==> src/rtl/axil_pkg.sv <==
// Shared definitions for the AXI4-Lite register slave: response codes, FSM
// state types and the byte-lane merge helper.
package axil_pkg;

   localparam logic [1:0] AXI_RESP_OKAY   = 2'd0;
   localparam logic [1:0] AXI_RESP_SLVERR = 2'd2;
   localparam logic [1:0] AXI_RESP_DECERR = 2'd3;

   // The merge helper works at a fixed maximum width; callers zero-extend and truncate.
   localparam int AXIL_MAX_DW = 256;
   localparam int AXIL_MAX_SW = AXIL_MAX_DW / 8;

   typedef enum logic {W_IDLE, W_RESP} axil_wr_state_t;
   typedef enum logic {R_IDLE, R_DATA} axil_rd_state_t;

   function automatic logic [AXIL_MAX_DW-1:0] apply_wstrb(
      input logic [AXIL_MAX_DW-1:0] old_v,
      input logic [AXIL_MAX_DW-1:0] data_v,
      input logic [AXIL_MAX_SW-1:0] strb_v
   );
      logic [AXIL_MAX_DW-1:0] res;
      res = old_v;
      for (int i = 0; i < AXIL_MAX_SW; i++) begin
         if (strb_v[i]) res[8*i +: 8] = data_v[8*i +: 8];
      end
      return res;
   endfunction

endpackage

==> src/rtl/axil_reg_slave.sv <==
// AXI4-Lite register slave: two RW control registers and two RO status registers
// in a 16-byte window at BASE_ADDR, with independent write and read FSMs.
module axil_reg_slave
   import axil_pkg::*;
#(
   parameter int                    DATA_WIDTH = 32,
   parameter int                    ADDR_WIDTH = 8,
   parameter int                    RESP_WIDTH = 2,
   parameter logic [ADDR_WIDTH-1:0] BASE_ADDR  = 8'h00
) (
   input  logic                    s_axi_aclk,
   input  logic                    s_axi_aresetn,
   input  logic [ADDR_WIDTH-1:0]   s_axi_awaddr,
   input  logic                    s_axi_awvalid,
   output logic                    s_axi_awready,
   input  logic [DATA_WIDTH-1:0]   s_axi_wdata,
   input  logic [DATA_WIDTH/8-1:0] s_axi_wstrb,
   input  logic                    s_axi_wvalid,
   output logic                    s_axi_wready,
   output logic [RESP_WIDTH-1:0]   s_axi_bresp,
   output logic                    s_axi_bvalid,
   input  logic                    s_axi_bready,
   input  logic [ADDR_WIDTH-1:0]   s_axi_araddr,
   input  logic                    s_axi_arvalid,
   output logic                    s_axi_arready,
   output logic [DATA_WIDTH-1:0]   s_axi_rdata,
   output logic [RESP_WIDTH-1:0]   s_axi_rresp,
   output logic                    s_axi_rvalid,
   input  logic                    s_axi_rready,
   output logic [DATA_WIDTH-1:0]   ctrl0_o,
   output logic [DATA_WIDTH-1:0]   ctrl1_o,
   output logic [1:0]              ctrl_wr_o,
   input  logic [DATA_WIDTH-1:0]   status0_i,
   input  logic [DATA_WIDTH-1:0]   status1_i
);

   localparam int SW = DATA_WIDTH / 8;

   axil_wr_state_t          wr_state_q;
   axil_rd_state_t          rd_state_q;
   logic                    awready_q, wready_q, bvalid_q, arready_q, rvalid_q;
   logic [RESP_WIDTH-1:0]   bresp_q, rresp_q;
   logic [DATA_WIDTH-1:0]   rdata_q;
   logic                    aw_held_q, w_held_q;
   logic [ADDR_WIDTH-1:2]   awaddr_q;
   logic [DATA_WIDTH-1:0]   wdata_q;
   logic [SW-1:0]           wstrb_q;
   logic [DATA_WIDTH-1:0]   ctrl0_q, ctrl1_q, ctrl0_d, ctrl1_d;
   logic [1:0]              ctrl_wr_q, ctrl_wr_d;

   logic                    aw_take, w_take, wr_fire, wr_in, rd_in;
   logic [ADDR_WIDTH-1:2]   wr_addr;
   logic [DATA_WIDTH-1:0]   wr_data, wr_merge, rd_word;
   logic [SW-1:0]           wr_strb;
   logic [RESP_WIDTH-1:0]   wr_resp, rd_resp;

   // Byte offset bits take no part in decode.
   logic unused_addr_bits;
   assign unused_addr_bits = ^{s_axi_awaddr[1:0], s_axi_araddr[1:0]};

   always_comb begin
      aw_take  = s_axi_awvalid & awready_q;
      w_take   = s_axi_wvalid & wready_q;
      wr_addr  = aw_held_q ? awaddr_q : s_axi_awaddr[ADDR_WIDTH-1:2];
      wr_data  = w_held_q ? wdata_q : s_axi_wdata;
      wr_strb  = w_held_q ? wstrb_q : s_axi_wstrb;
      wr_fire  = (wr_state_q == W_IDLE) & (aw_held_q | aw_take) & (w_held_q | w_take);
      wr_in    = (wr_addr[ADDR_WIDTH-1:4] == BASE_ADDR[ADDR_WIDTH-1:4]);
      wr_resp  = !wr_in     ? RESP_WIDTH'(AXI_RESP_DECERR) :
                 wr_addr[3] ? RESP_WIDTH'(AXI_RESP_SLVERR) : RESP_WIDTH'(AXI_RESP_OKAY);
      wr_merge = DATA_WIDTH'(apply_wstrb(AXIL_MAX_DW'(wr_addr[2] ? ctrl1_q : ctrl0_q),
                                         AXIL_MAX_DW'(wr_data), AXIL_MAX_SW'(wr_strb)));
      ctrl0_d   = ctrl0_q;
      ctrl1_d   = ctrl1_q;
      ctrl_wr_d = 2'b00;
      if (wr_fire && wr_in && !wr_addr[3]) begin
         if (wr_addr[2]) begin
            ctrl1_d      = wr_merge;
            ctrl_wr_d[1] = 1'b1;
         end else begin
            ctrl0_d      = wr_merge;
            ctrl_wr_d[0] = 1'b1;
         end
      end

      rd_in   = (s_axi_araddr[ADDR_WIDTH-1:4] == BASE_ADDR[ADDR_WIDTH-1:4]);
      rd_resp = rd_in ? RESP_WIDTH'(AXI_RESP_OKAY) : RESP_WIDTH'(AXI_RESP_DECERR);
      case (s_axi_araddr[3:2])
         2'd0:    rd_word = ctrl0_q;
         2'd1:    rd_word = ctrl1_q;
         2'd2:    rd_word = status0_i;
         default: rd_word = status1_i;
      endcase
      if (!rd_in) rd_word = '0;
   end

   // Write channel: collect AW and W in any order, then hold the B response.
   always_ff @(posedge s_axi_aclk or negedge s_axi_aresetn) begin
      if (!s_axi_aresetn) begin
         wr_state_q <= W_IDLE;
         awready_q  <= 1'b0;
         wready_q   <= 1'b0;
         bvalid_q   <= 1'b0;
         bresp_q    <= '0;
         aw_held_q  <= 1'b0;
         w_held_q   <= 1'b0;
         awaddr_q   <= '0;
         wdata_q    <= '0;
         wstrb_q    <= '0;
         ctrl0_q    <= '0;
         ctrl1_q    <= '0;
         ctrl_wr_q  <= 2'b00;
      end else begin
         ctrl0_q   <= ctrl0_d;
         ctrl1_q   <= ctrl1_d;
         ctrl_wr_q <= ctrl_wr_d;
         case (wr_state_q)
            W_IDLE: begin
               if (aw_take) awaddr_q <= s_axi_awaddr[ADDR_WIDTH-1:2];
               if (w_take) begin
                  wdata_q <= s_axi_wdata;
                  wstrb_q <= s_axi_wstrb;
               end
               if (wr_fire) begin
                  wr_state_q <= W_RESP;
                  awready_q  <= 1'b0;
                  wready_q   <= 1'b0;
                  bvalid_q   <= 1'b1;
                  bresp_q    <= wr_resp;
                  aw_held_q  <= 1'b0;
                  w_held_q   <= 1'b0;
               end else begin
                  aw_held_q <= aw_held_q | aw_take;
                  w_held_q  <= w_held_q | w_take;
                  awready_q <= !(aw_held_q | aw_take);
                  wready_q  <= !(w_held_q | w_take);
               end
            end
            W_RESP: begin
               if (s_axi_bready) begin
                  wr_state_q <= W_IDLE;
                  bvalid_q   <= 1'b0;
                  awready_q  <= 1'b1;
                  wready_q   <= 1'b1;
               end
            end
            default: wr_state_q <= W_IDLE;
         endcase
      end
   end

   always_ff @(posedge s_axi_aclk or negedge s_axi_aresetn) begin
      if (!s_axi_aresetn) begin
         rd_state_q <= R_IDLE;
         arready_q  <= 1'b0;
         rvalid_q   <= 1'b0;
         rdata_q    <= '0;
         rresp_q    <= '0;
      end else begin
         case (rd_state_q)
            R_IDLE: begin
               if (s_axi_arvalid && arready_q) begin
                  rd_state_q <= R_DATA;
                  arready_q  <= 1'b0;
                  rvalid_q   <= 1'b1;
                  rdata_q    <= rd_word;
                  rresp_q    <= rd_resp;
               end else begin
                  arready_q  <= 1'b1;
               end
            end
            R_DATA: begin
               if (s_axi_rready) begin
                  rd_state_q <= R_IDLE;
                  rvalid_q   <= 1'b0;
                  arready_q  <= 1'b1;
               end
            end
            default: rd_state_q <= R_IDLE;
         endcase
      end
   end

   assign s_axi_awready = awready_q;
   assign s_axi_wready  = wready_q;
   assign s_axi_bvalid  = bvalid_q;
   assign s_axi_bresp   = bresp_q;
   assign s_axi_arready = arready_q;
   assign s_axi_rvalid  = rvalid_q;
   assign s_axi_rdata   = rdata_q;
   assign s_axi_rresp   = rresp_q;
   assign ctrl0_o       = ctrl0_q;
   assign ctrl1_o       = ctrl1_q;
   assign ctrl_wr_o     = ctrl_wr_q;

endmodule
==> config.mk <==
export PLATFORM = sky130hd
export DESIGN_NAME = axil_reg_slave
export DESIGN_NICKNAME = d
export VERILOG_FILES = /design/src/rtl/axil_pkg.sv /design/src/rtl/axil_reg_slave.sv
export SDC_FILE = /design/constraint.sdc
export NUM_CORES = 1
export LEC_CHECK = 0
export CORE_ASPECT_RATIO = 0.7
export CORE_MARGIN = 3
export CORE_UTILIZATION = 35
export DETAILED_ROUTE_END_ITERATION = 8
export GPL_ROUTABILITY_DRIVEN = 1
export PLACE_DENSITY = 0.67
export SYNTH_ARGS = -nofsm -noshare
export SYNTH_HDL_FRONTEND = slang
export SYNTH_SLANG_ARGS = --single-unit
==> constraint.sdc <==
create_clock -name s_axi_aclk -period 5.8 [get_ports s_axi_aclk]
set_clock_uncertainty 0.15 [all_clocks]
set_input_delay 0.87 -clock s_axi_aclk [delete_from_list [all_inputs] [get_ports s_axi_aclk]]
set_output_delay 0.87 -clock s_axi_aclk [all_outputs]
set_load 0.02 [all_outputs]
======== Yosys cells after proc, flatten, opt, wreduce, memory -nomap -nowiden ========
Index checks and enable logic that the tools add are counted.
operators by class
  muxes and demuxes ....................... 38
  bitwise gates (word level) .............. 9
  equal/unequal tests ..................... 6
  reduce and logical (&&, ||, !) cells .... 17
operators by type and width
  operator            number
  $mux 32             3
  $pmux 32 s3         1
  $mux 8              4
  $mux 1              17
  $reduce_and 2->1    8
  $pmux 1 s2          7
  $logic_not 4->1     2
  $mux 2              4
  $ne 2x2->1 const B  4
  $mux 6              1
  $and 1x1->1         4
  $mux 4              1
  $logic_and 1x1->1   3
  $logic_not 1->1     3
  $not 1->1           3
  $eq 2x1->1 const B  1
  $eq 2x2->1 const B  1
  $logic_not 2->1     1
  $or 1x1->1          2
word-level totals
  bits of input ports ..................... 123
  output and inout port bits .............. 107
  flip-flop bits (word level) ............. 153
  word-level logic and storage cells ...... 88

======== Logic depth before layout (Yosys ltp) ========
Gate-level depths: netlist (run 1).
  depth after elaboration ................. 7
  depth in mapped cells ................... 5
  mapped depth without buffers ............ 4

======== Worst setup path after synthesis (run 1) ========
OpenSTA, ideal clock, no wires.
  path type ............................... input to register
  from .................................... input port s_axi_awaddr[3]
  to ...................................... register ctrl0_q[0] (netlist: ctrl0_o[0])
  slack ................................... 3.302 ns
  stages .................................. 4
  buffers on the path ..................... 0
  arrival time ............................ 2.223 ns
  required time ........................... 5.525 ns
  setup time .............................. 0.125 ns
  cells stage by stage .................... mux2_2 nor4_4 nand4_2 mux2_2
on the way
  cells in the longest elaborated chain, start to end .. 4
ends and longest elaborated chain
  element                     RTL line               source
  from (decl)                 axil_reg_slave.sv:13   input logic [ADDR_WIDTH-1:0] s_axi_awaddr,
  $mux 6                      axil_reg_slave.sv:64   wr_addr = aw_held_q ? awaddr_q : s_axi_awaddr[ADDR_WIDTH-1:2];
  $logic_not 1->1             axil_reg_slave.sv:76   if (wr_fire && wr_in && !wr_addr[3]) begin
  $logic_and 1x1->1           axil_reg_slave.sv:76
  $reduce_and 2->1 (no line)  n/a
  to (signal assigned)        axil_reg_slave.sv:114  ctrl0_q <= ctrl0_d;
  to (decl)                   axil_reg_slave.sv:48   logic [DATA_WIDTH-1:0] ctrl0_q, ctrl1_q, ctrl0_d, ctrl1_d;
Every way passes these cells.
A chain may end at the register's enable or synchronous reset.

======== Worst setup path after layout (run 1) ========
  from .................................... register w_held_q
  to ...................................... register ctrl0_q[19] (netlist: ctrl0_o[19])
on the way
  cells in the longest elaborated chain, start to end .. 5
  elaborated cells between the ends (all ways) .. 8
  those cells by class .................... 3 x mux; 2 x bitwise; 3 x reduce/logical
ends and longest elaborated chain
  element                         RTL line               source
  from (decl)                     axil_reg_slave.sv:44   logic aw_held_q, w_held_q;
  from (signal assigned)          axil_reg_slave.sv:134  w_held_q <= w_held_q | w_take;
  $or 1x1->1                      axil_reg_slave.sv:67   wr_fire = (wr_state_q == W_IDLE) & (aw_held_q | aw_take) & (w_held_q | w_take);
  $and 1x1->1                     axil_reg_slave.sv:67
  $logic_and 1x1->1 (2 in a row)  axil_reg_slave.sv:76
  $reduce_and 2->1 (no line)      n/a
Several ways; a longest one is shown, not always the timed one.

==> metrics.md, run 1 <==
| Metric | Value |
|---|---|
| DR pass1 iterations | 4 |
| Syn. warnings | 0 |
| Sink Count | between 150 and 200 |
| Synthesized flop and latch total | 152 |
| Period Utilization, post-route | roughly 56% |
| Clk buf depth | 2 |
| GP Congestion | between 0.7 and 0.8 |
| P per Cell Area | about 410 mW/mm2 |
| Setup Viol. Count Final | 0 |
| Layout cells sized above 1 | 33.7% |
| Vias in the first global route | between 5000 and 6000 |
| Hold Crit Class | reg -> reg |
| I/O Buffers | between 200 and 250 |
| Total global routing overflow | 0 |
| Die width | ~170 um |
| Vias/cell | just over 5 |
| Core area | 0.0191 mm2 |
| Antenna-violating nets left | 0 |
| Overall routing resource usage | 18.4% |
| Crit-path max cell delay | about 1.1 ns |
| Max IR drop VDD | ~0.00017 V |
| Largest net degree at the start of global routing | 105 |
| Final Net Count | approximately 780 |
| DRT Wirelength | around 19000 um |
| Htree depth | 4 |
| Crit end category | flip-flop |
| Top FF cell, synth | dfrtp_1 |
| Worst Max-Slew Pin Slew | around 1.2 ns |
| Leak Pwr | 4.32 nW |
| Hold Vio Cnt, Final | 0 |
| Commonest non-fill, non-tap cell in the layout | clkdlybuf4s50_1 |
| Layout area overhead | 44.6% |
| Max-slew headroom | 21.5% |
| RSZ-0062 raised after global routing | no |
| Status | finished clean |
| Most frequent cells in the layout | clkdlybuf4s50_1, dfrtp_1, mux2_2 |
| Clock-pin transition on the worst setup and hold timing paths | around 0.060 ns |
| Hold-fix buffers at CTS | 0 |
| Wirelength per Cell | 20.8 um |
| Syn_nets | roughly 560 |
| Yosys top cell area share | 55.1% |
| Initial antenna violation count | 0 |
| Synth top area cells | dfrtp_1, mux2_2, mux4_2 |
| Setup_tns | 0 ns |
| Hold path startpoint | s_axi_bvalid |
| Max-slew violation count | 0 |
| Maximum clock rate | around 300 MHz |
| Initial core utilization | a little over a third |
| DR DRC count | 0 |
| Vias | roughly 4800 |
| Crit-path cells | a21oi_1 -> nor4_4 -> nand4_2 -> mux2_2 |
| Worst r2r src | w_held_q |
| Crit Path Class | reg -> reg |
| First-pass GRT wire length | about 30000 um |
| Post-Syn Area | ~0.0069 mm2 |
| Synthesized instance count | between 400 and 500 |
| Critical path's top delay family | simple AND/OR/NAND/NOR gates |
| Final min period | about 3.2 ns |
| Die Area | around 0.021 mm2 |
| CTS Buf Count | 17 |
| Post-place setup slack | between 2 and 2.5 ns |
| Skew-Pair Late Insertion Delay | around 0.42 ns |
| Critical-path maximum fanout | 38 |
| FF-to-FF setup slack | 2.56 ns |
| Critical Path Source | w_held_q |
| Die extent in y | 123 um |
| EDFF count, synth | 0 |
| Post-CTS setup buffers | 0 |
| Row cnt | 42 |
| Slowest CP cell | dfrtp_2 |
| Syn avg cell area | 15.9 um2 |
| CTS tree | yes |
| Max_cap viols | 0 |
| Boundary pin count | 230 |
| CP required | roughly 6 ns |
| DPL Wire Length | approximately 13000 um |
| CTS Root Cell | clkbuf_16 |
| Post_cts resized | 0 |
| # diodes | 0 |
| Post-synth ARST share | 100% |
| Unique masters post-synth | 29 |
| Register area share after synthesis | 55.1% |
| Starting DRC count in detailed routing | between 200 and 250 |
| Critical Path Source Type | flip-flop |
| Synth area leader | dfrtp_1 |
| Worst setup slack after layout | about 2.6 ns |
| CP bufs+invs | 0 |
| Worst path arrival time | 3.39 ns |
## synthesized netlist by cell type, drive strengths merged (2+ instances only)
cell	count
mux2i	2
nor3	2
a21oi	5
a22o	33
nor2	10
nand3b	2
nor4	2
buf	6
nand2	5
dfrtp	152
inv	6
nand4	8
nand2b	2
mux4	32
clkbuf	18
mux2	143
## area by class of cell
class	count	area, um2
fillers	1589	9150
flip-flops and latches	152	3800
multi-input cells	252	2940
repair buffers	229	2270
clock buffers	19	433
well taps	264	330
clock inverters	13	169
inverters	6	22.5
## stage by stage
stage               total power [mW]  hold slack (ns)  std cells  utilization, %  cell area (um2)
floorplan                       2.38            0.324        434               -             6900
global placement                2.89            0.316        903            49.0             9370
detailed placement              2.96            0.328        903            49.0             9370
CTS                             4.11            0.342        935            52.1             9970
global route                    4.27            0.359        935            52.1             9970
finish                          4.06            0.342        935            52.1             9970
## layer usage
metal  up-vias  wire length, um  share of wire [%]  GRT usage (%)
met1      2512             8520                 44           23.6
li1       2105                -                  -              -
met4         0              206                1.1           5.12
met5         -                0                  0              0
met3        18             1390                7.1           6.38
met2       174             9370                 48           30.1
## where the power goes
| part | internal [mW] | switching, mW |
|---|---|---|
| logic | 0.746 | 0.562 |
| clock network | 0.683 | 0.453 |
| registers | 1.36 | 0.255 |
| total | 2.79 | 1.27 |
## state kept, by name, indices dropped and copies added (netlist names)
register	flops
ctrl_wr_o	2
ctrl0_o	32
awaddr_q	6
s_axi_rdata	32
wdata_q	32
s_axi_rresp	1
w_held_q	1
wr_state_q	1
wstrb_q	4
ctrl1_o	32
s_axi_arready	1
s_axi_bvalid	1
s_axi_awready	1
rd_state_q	1
aw_held_q	1
s_axi_wready	1
s_axi_rvalid	1
s_axi_bresp	2
## worst paths after layout
path	to	cells past startpoint
min in group asynchronous	s_axi_rdata[25]	1
min	s_axi_bvalid	1
max reg2reg	ctrl0_o[19]	4
min reg2reg	s_axi_bvalid	1
max in group asynchronous	s_axi_rdata[13]	2
max	ctrl0_o[19]	4
## logic make-up after synthesis
kind of cell,synth area share (%)
mux,34.1
simple gates,3.39
flops,55.1
buf+inv,2.41
compound gates,4.99
Power figures use the tool's default switching activity.
==> run 2: changes to the inputs <==
--- a/config.mk
+++ b/config.mk
@@ -10,7 +10,7 @@
 export CORE_UTILIZATION = 35
 export DETAILED_ROUTE_END_ITERATION = 8
 export GPL_ROUTABILITY_DRIVEN = 1
-export PLACE_DENSITY = 0.67
+export PLACE_DENSITY = 0.69
 export SYNTH_ARGS = -nofsm -noshare
 export SYNTH_HDL_FRONTEND = slang
 export SYNTH_SLANG_ARGS = --single-unit
==> constraint.sdc (replaced) <==
create_clock -name s_axi_aclk -period 2.95 [get_ports s_axi_aclk]
set_clock_uncertainty 0.15 [all_clocks]
set_input_delay 0.4425 -clock s_axi_aclk [delete_from_list [all_inputs] [get_ports s_axi_aclk]]
set_output_delay 0.4425 -clock s_axi_aclk [all_outputs]
set_load 0.02 [all_outputs]
==> metrics.md, run 2 (synthesized netlist as in run 1, its figures left out) <==
| Metric | Value |
|---|---|
| CTS Buf Count | 17 |
| Wirelength per Cell | 20.3 um |
| Total global routing overflow | 0 |
| DPL Wire Length | ~14000 um |
| Post_cts resized | 0 |
| Vias in the first global route | 5400 |
| Max-slew violation count | 0 |
| Final Net Count | about 800 |
| FF-to-FF End | ctrl1_o[10] |
| Row cnt | 42 |
| DRT Wirelength | between 15000 and 20000 um |
| Vias/cell | between 5 and 6 |
| P per Cell Area | ~800 mW/mm2 |
| GP Congestion | 0.796 |
| Critical Path Source Type | flip-flop |
| Crit-path cells | mux2_2 -> nor4_4 -> buf_4 -> nand4_2 -> mux2_2 |
| I/O Buffers | ~230 |
| CP dominant cell by count | mux2_2 |
| Worst Max-Slew Pin Slew | between 0.5 and 0.6 ns |
| CTS Root Cell | clkbuf_16 |
| Power Total | 8.09 mW |
| FF-to-FF setup slack | a little under 0.7 ns |
| Crit-path max cell delay | roughly 0.46 ns |
| Max IR drop VDD | 0.000350 V |
| Layout cells sized above 1 | about a third |
| Initial core utilization | a little over a third |
| Hold Path Depth | 1 |
| Starting DRC count in detailed routing | about 240 |
| CP bufs+invs | 1 |
| Leak Pwr | 4.38 nW |
| CP required | 3.09 ns |
| Max_cap viols | 0 |
| Hold Vio Cnt, Final | 0 |
| FILL cells | roughly 1600 |
| Clk buf depth | 2 |
| RSZ-0062 raised after global routing | no |
| Clock-pin transition on the worst setup and hold timing paths | roughly 0.06 ns |
| DR pass1 iterations | 4 |
| FF-to-FF path depth | 5 |
| Largest net degree at the start of global routing | between 80 and 90 |
| Commonest non-fill, non-tap cell in the layout | clkdlybuf4s50_1 |
| Sink Count | approximately 150 |
| Critical path's top delay family | multiplexers |
| Worst r2r src | aw_held_q |
| Most frequent cells in the layout | clkdlybuf4s50_1, dfrtp_1, mux2_2 |
| First-pass GRT wire length | 30300 um |
| Hold path endpoint | s_axi_bvalid |
| Crit end category | flip-flop |
| Period Utilization, post-route | about 77% |
| Die width | 174 um |
| Final min period | around 2.3 ns |
| Initial antenna violation count | 0 |
| Critical-path maximum fanout | 9 |
| Core area | ~0.019 mm2 |
| Status | finished clean |
| Layout area overhead | 46.3% |
| Die Area | 0.0215 mm2 |
| Hold path startpoint | s_axi_bvalid |
| Overall routing resource usage | a little under a fifth |
| Htree depth | 4 |
| CTS tree | yes |
| Hold Crit Class | reg -> reg |
| Vias | roughly 4900 |
| Boundary pin count | 230 |
| Worst path arrival time | 2.41 ns |
| Crit Path Class | reg -> reg |
| Maximum clock rate | about 440 MHz |
| Slowest CP cell | dfrtp_1 |
| Antenna-violating nets left | 0 |
| Skew-Pair Late Insertion Delay | around 0.41 ns |
| Max-slew headroom | ~60% |
| DR DRC count | 0 |
| Die extent in y | 123 um |
| Setup_tns | 0 ns |
| # diodes | 0 |
| Setup Viol. Count Final | 0 |
-- run 2: cell type report --
cell class              count  area [um2]  share of cell area, %
flip-flops and latches    152        3800                   37.7
multi-input cells         252        2940                   29.1
repair buffers            239        2380                   23.5
clock buffers              20         457                   4.52
well taps                 264         330                   3.27
clock inverters            12         164                   1.62
inverters                   6        22.5                  0.223
-- run 2: how the worst max path moves through the flow --
stage | startpoint | to | cells past startpoint
final | aw_held_q | ctrl1_o[10] | 5
after floorplan | aw_held_q | ctrl0_o[0] | 4
after global placement | s_axi_wvalid | ctrl0_o[14] | 6
after global routing | aw_held_q | ctrl1_o[15] | 5
after detailed placement | s_axi_wvalid | ctrl1_o[17] | 6
after CTS | aw_held_q | ctrl1_o[17] | 5
-- run 2: power by group --
group	leakage (nW)	internal, mW	switching (mW)
Sequential	1.98	2.68	0.403
Combinational	2.10	1.49	1.22
Clock	0.296	1.39	0.898
Total	4.38	5.57	2.52
-- run 2: what timing repair did --
action | in CTS | in global routing
hold buffers | 1 | 0
setup buffers | 0 | 0
hold endpoints to repair | 33 | 0
-- run 2: per-stage QoR --
stage               instances  worst slack [ns]  cell area (um2)  utilization [%]  hold slack (ns)
global placement          912             0.315             9470             49.5            0.198
detailed placement        912             0.247             9470             49.5            0.208
finish                    945             0.674            10100             52.8            0.331
CTS                       945             0.652            10100             52.8            0.336
global route              945             0.493            10100             52.8            0.354
floorplan                 434             0.815             6900                -         -0.00309
-- run 2: metal layers --
| layer | up-vias | wire (um) | global-route usage, % | share of wire, % |
|---|---|---|---|---|
| met5 | - | 0 | 0 | 0 |
| met4 | 0 | 68 | 4.27 | 0.35 |
| met3 | 6 | 1260 | 5.77 | 6.5 |
| met2 | 161 | 9110 | 29.0 | 47 |
| li1 | 2120 | - | - | - |
| met1 | 2579 | 8800 | 24.9 | 46 |
==> run 3: changes to the inputs <==
==> constraint.sdc (replaced) <==
create_clock -name s_axi_aclk -period 2 [get_ports s_axi_aclk]
set_clock_uncertainty 0.15 [all_clocks]
set_input_delay 0.3 -clock s_axi_aclk [delete_from_list [all_inputs] [get_ports s_axi_aclk]]
set_output_delay 0.3 -clock s_axi_aclk [all_outputs]
set_load 0.02 [all_outputs]
==> metrics.md, run 3 (synthesized netlist as in run 1, its figures left out) <==
| Metric | Value |
|---|---|
| Status | finished clean |
| Max_cap viols | 0 |
| Initial core utilization | 36.1% |
| I/O Buffers | around 230 |
| Largest net degree at the start of global routing | 57 |
| Critical path's top delay family | multiplexers |
| Setup Viol. Count Final | 0 |
| DPL Wire Length | around 14000 um |
| Starting DRC count in detailed routing | 215 |
| CP dominant cell by count | buf_12 |
| Die width | between 150 and 200 um |
| Overall routing resource usage | a little under a fifth |
| Vias/cell | approximately 5.1 |
| Initial antenna violation count | 0 |
| Hold Vio Cnt, Final | 0 |
| Layout area overhead | 51.7% |
| Clock-pin transition on the worst setup and hold timing paths | ~0.070 ns |
| DRT Wirelength | 19700 um |
| Worst path arrival time | roughly 2.2 ns |
| Critical-path maximum fanout | 8 |
| Max-slew violation count | 0 |
| Placed insts | just over 900 |
| Area of the multi-input gates | 0.00298 mm2 |
| Final Net Count | 814 |
| Critical Path Source Type | flip-flop |
| Clk buf depth | 2 |
| Core area | around 0.019 mm2 |
| Min Hold Slack | approximately 0.26 ns |
| CTS Root Cell | clkbuf_16 |
| Layout cells sized above 1 | 37.4% |
| Die extent in y | 123 um |
| Hold Crit Class | in -> async |
| Worst Max-Slew Pin Slew | 0.568 ns |
| Vias | slightly below 5000 |
| P per Cell Area | around 1100 mW/mm2 |
| FF-to-FF End | ctrl1_o[17] |
| Non-Filler Instances | about 970 |
| # diodes | 0 |
| Crit-path max cell delay | about 0.4 ns |
| Skew-Pair Late Insertion Delay | 0.42 ns |
| Crit end category | flip-flop |
| Sink Count | roughly 150 |
| DR DRC count | 0 |
| Max-slew headroom | between 60% and 70% |
| Maximum clock rate | 500 MHz |
| Leak Pwr | 4.56 nW |
| RSZ-0062 raised after global routing | yes |
| Antenna-violating nets left | 0 |
| Worst r2r src | aw_held_q |
| First-pass GRT wire length | slightly above 30000 um |
| FILL cells | approximately 1500 |
| Sequential Area | 0.00380 mm2 |
| Crit-path cells | mux2_4 -> nor4_4 -> buf_4 -> buf_12 -> nand4_2 -> buf_12 -> mux2_2 |
| Crit Path Class | reg -> reg |
| Max IR drop VDD | around 0.00053 V |
| CP required | roughly 2.2 ns |
| Row cnt | between 40 and 50 |
| Final Util | a little over half |
| Vias in the first global route | ~5400 |
| Htree depth | 4 |
| CTS Buf Count | 17 |
| GP Congestion | around 0.8 |
| DR pass1 iterations | 4 |
| Boundary pin count | 230 |
| Wirelength per Cell | just over 20 um |
| Slowest CP cell | dfrtp_1 |
| FF-to-FF setup slack | between 0.0009 and 0.001 ns |
| Period Utilization, post-route | around 100% |
| Commonest non-fill, non-tap cell in the layout | clkdlybuf4s50_1 |
| Final min period | approximately 2 ns |
| Die Area | between 0.02 and 0.025 mm2 |
| CTS tree | yes |
| Total global routing overflow | 0 |
| Most frequent cells in the layout | clkdlybuf4s50_1, dfrtp_1, mux2_2 |
| FF-to-FF path depth | 7 |
| CP bufs+invs | 3 |
==> run 3: cell types whose count changed in the layout (fill, tap and decap cells not counted), moves of 2 or more <==
cell / change
buf_12: +15
buf_4: +7
a21oi_1: -2
bufinv_16: -2
clkinv_2: +2
clkinv_4: +2
nand4_2: -2
nand4_4: +2
==> run 3: layout make-up <==
cell class	count	share of cell area, %
multi-input cells	252	28.5
flip-flops and latches	152	36.3
inverters	6	0.215
clock inverters	13	1.15
repair buffers	262	26.3
clock buffers	19	4.33
well taps	264	3.16
==> run 3: metrics by stage <==
step	cell area [um2]	setup WS, ns	power [mW]	TNS [ns]
finish	10500	0.000909	11.9	0
global route	10500	-0.0419	12.5	-1.17
CTS	10400	0.0163	12.0	0
detailed placement	9790	-0.324	8.78	-20.45
global placement	9790	-0.281	8.59	-18.16
floorplan	6900	-0.135	6.91	-8.31
==> run 3: worst max-delay path by stage <==
stage	from	end	cells after the start
after floorplan	aw_held_q	ctrl0_o[0]	4
after global placement	s_axi_wvalid	ctrl0_o[14]	7
after detailed placement	s_axi_wvalid	ctrl0_o[8]	7
after CTS	aw_held_q	ctrl0_o[8]	6
after global routing	aw_held_q	ctrl1_o[17]	7
final	aw_held_q	ctrl1_o[17]	7
==> run 3: where the power goes <==
group	internal [mW]	switching [mW]
sequential	3.96	0.595
clock	1.79	1.33
combinational	2.38	1.87
total	8.13	3.80
==> run 3: what timing repair did <==
action	4_1_cts	5_1_grt
resized for setup	0	7
buffers inserted	1	1
hold endpoints to repair	50	0
setup endpoints to repair	13	64
hold buffers	1	0
gates cloned	0	1
pin swaps	1	2
==> run 3: per-layer routing <==
metal  vias up  routed length (um)  global-route usage, %
li1       2177                   -                      -
met1      2533                9030                   25.2
met2       168                9310                   29.9
met3        18                1220                   5.40
met4         0                 175                   4.47
met5         -                   0                      0
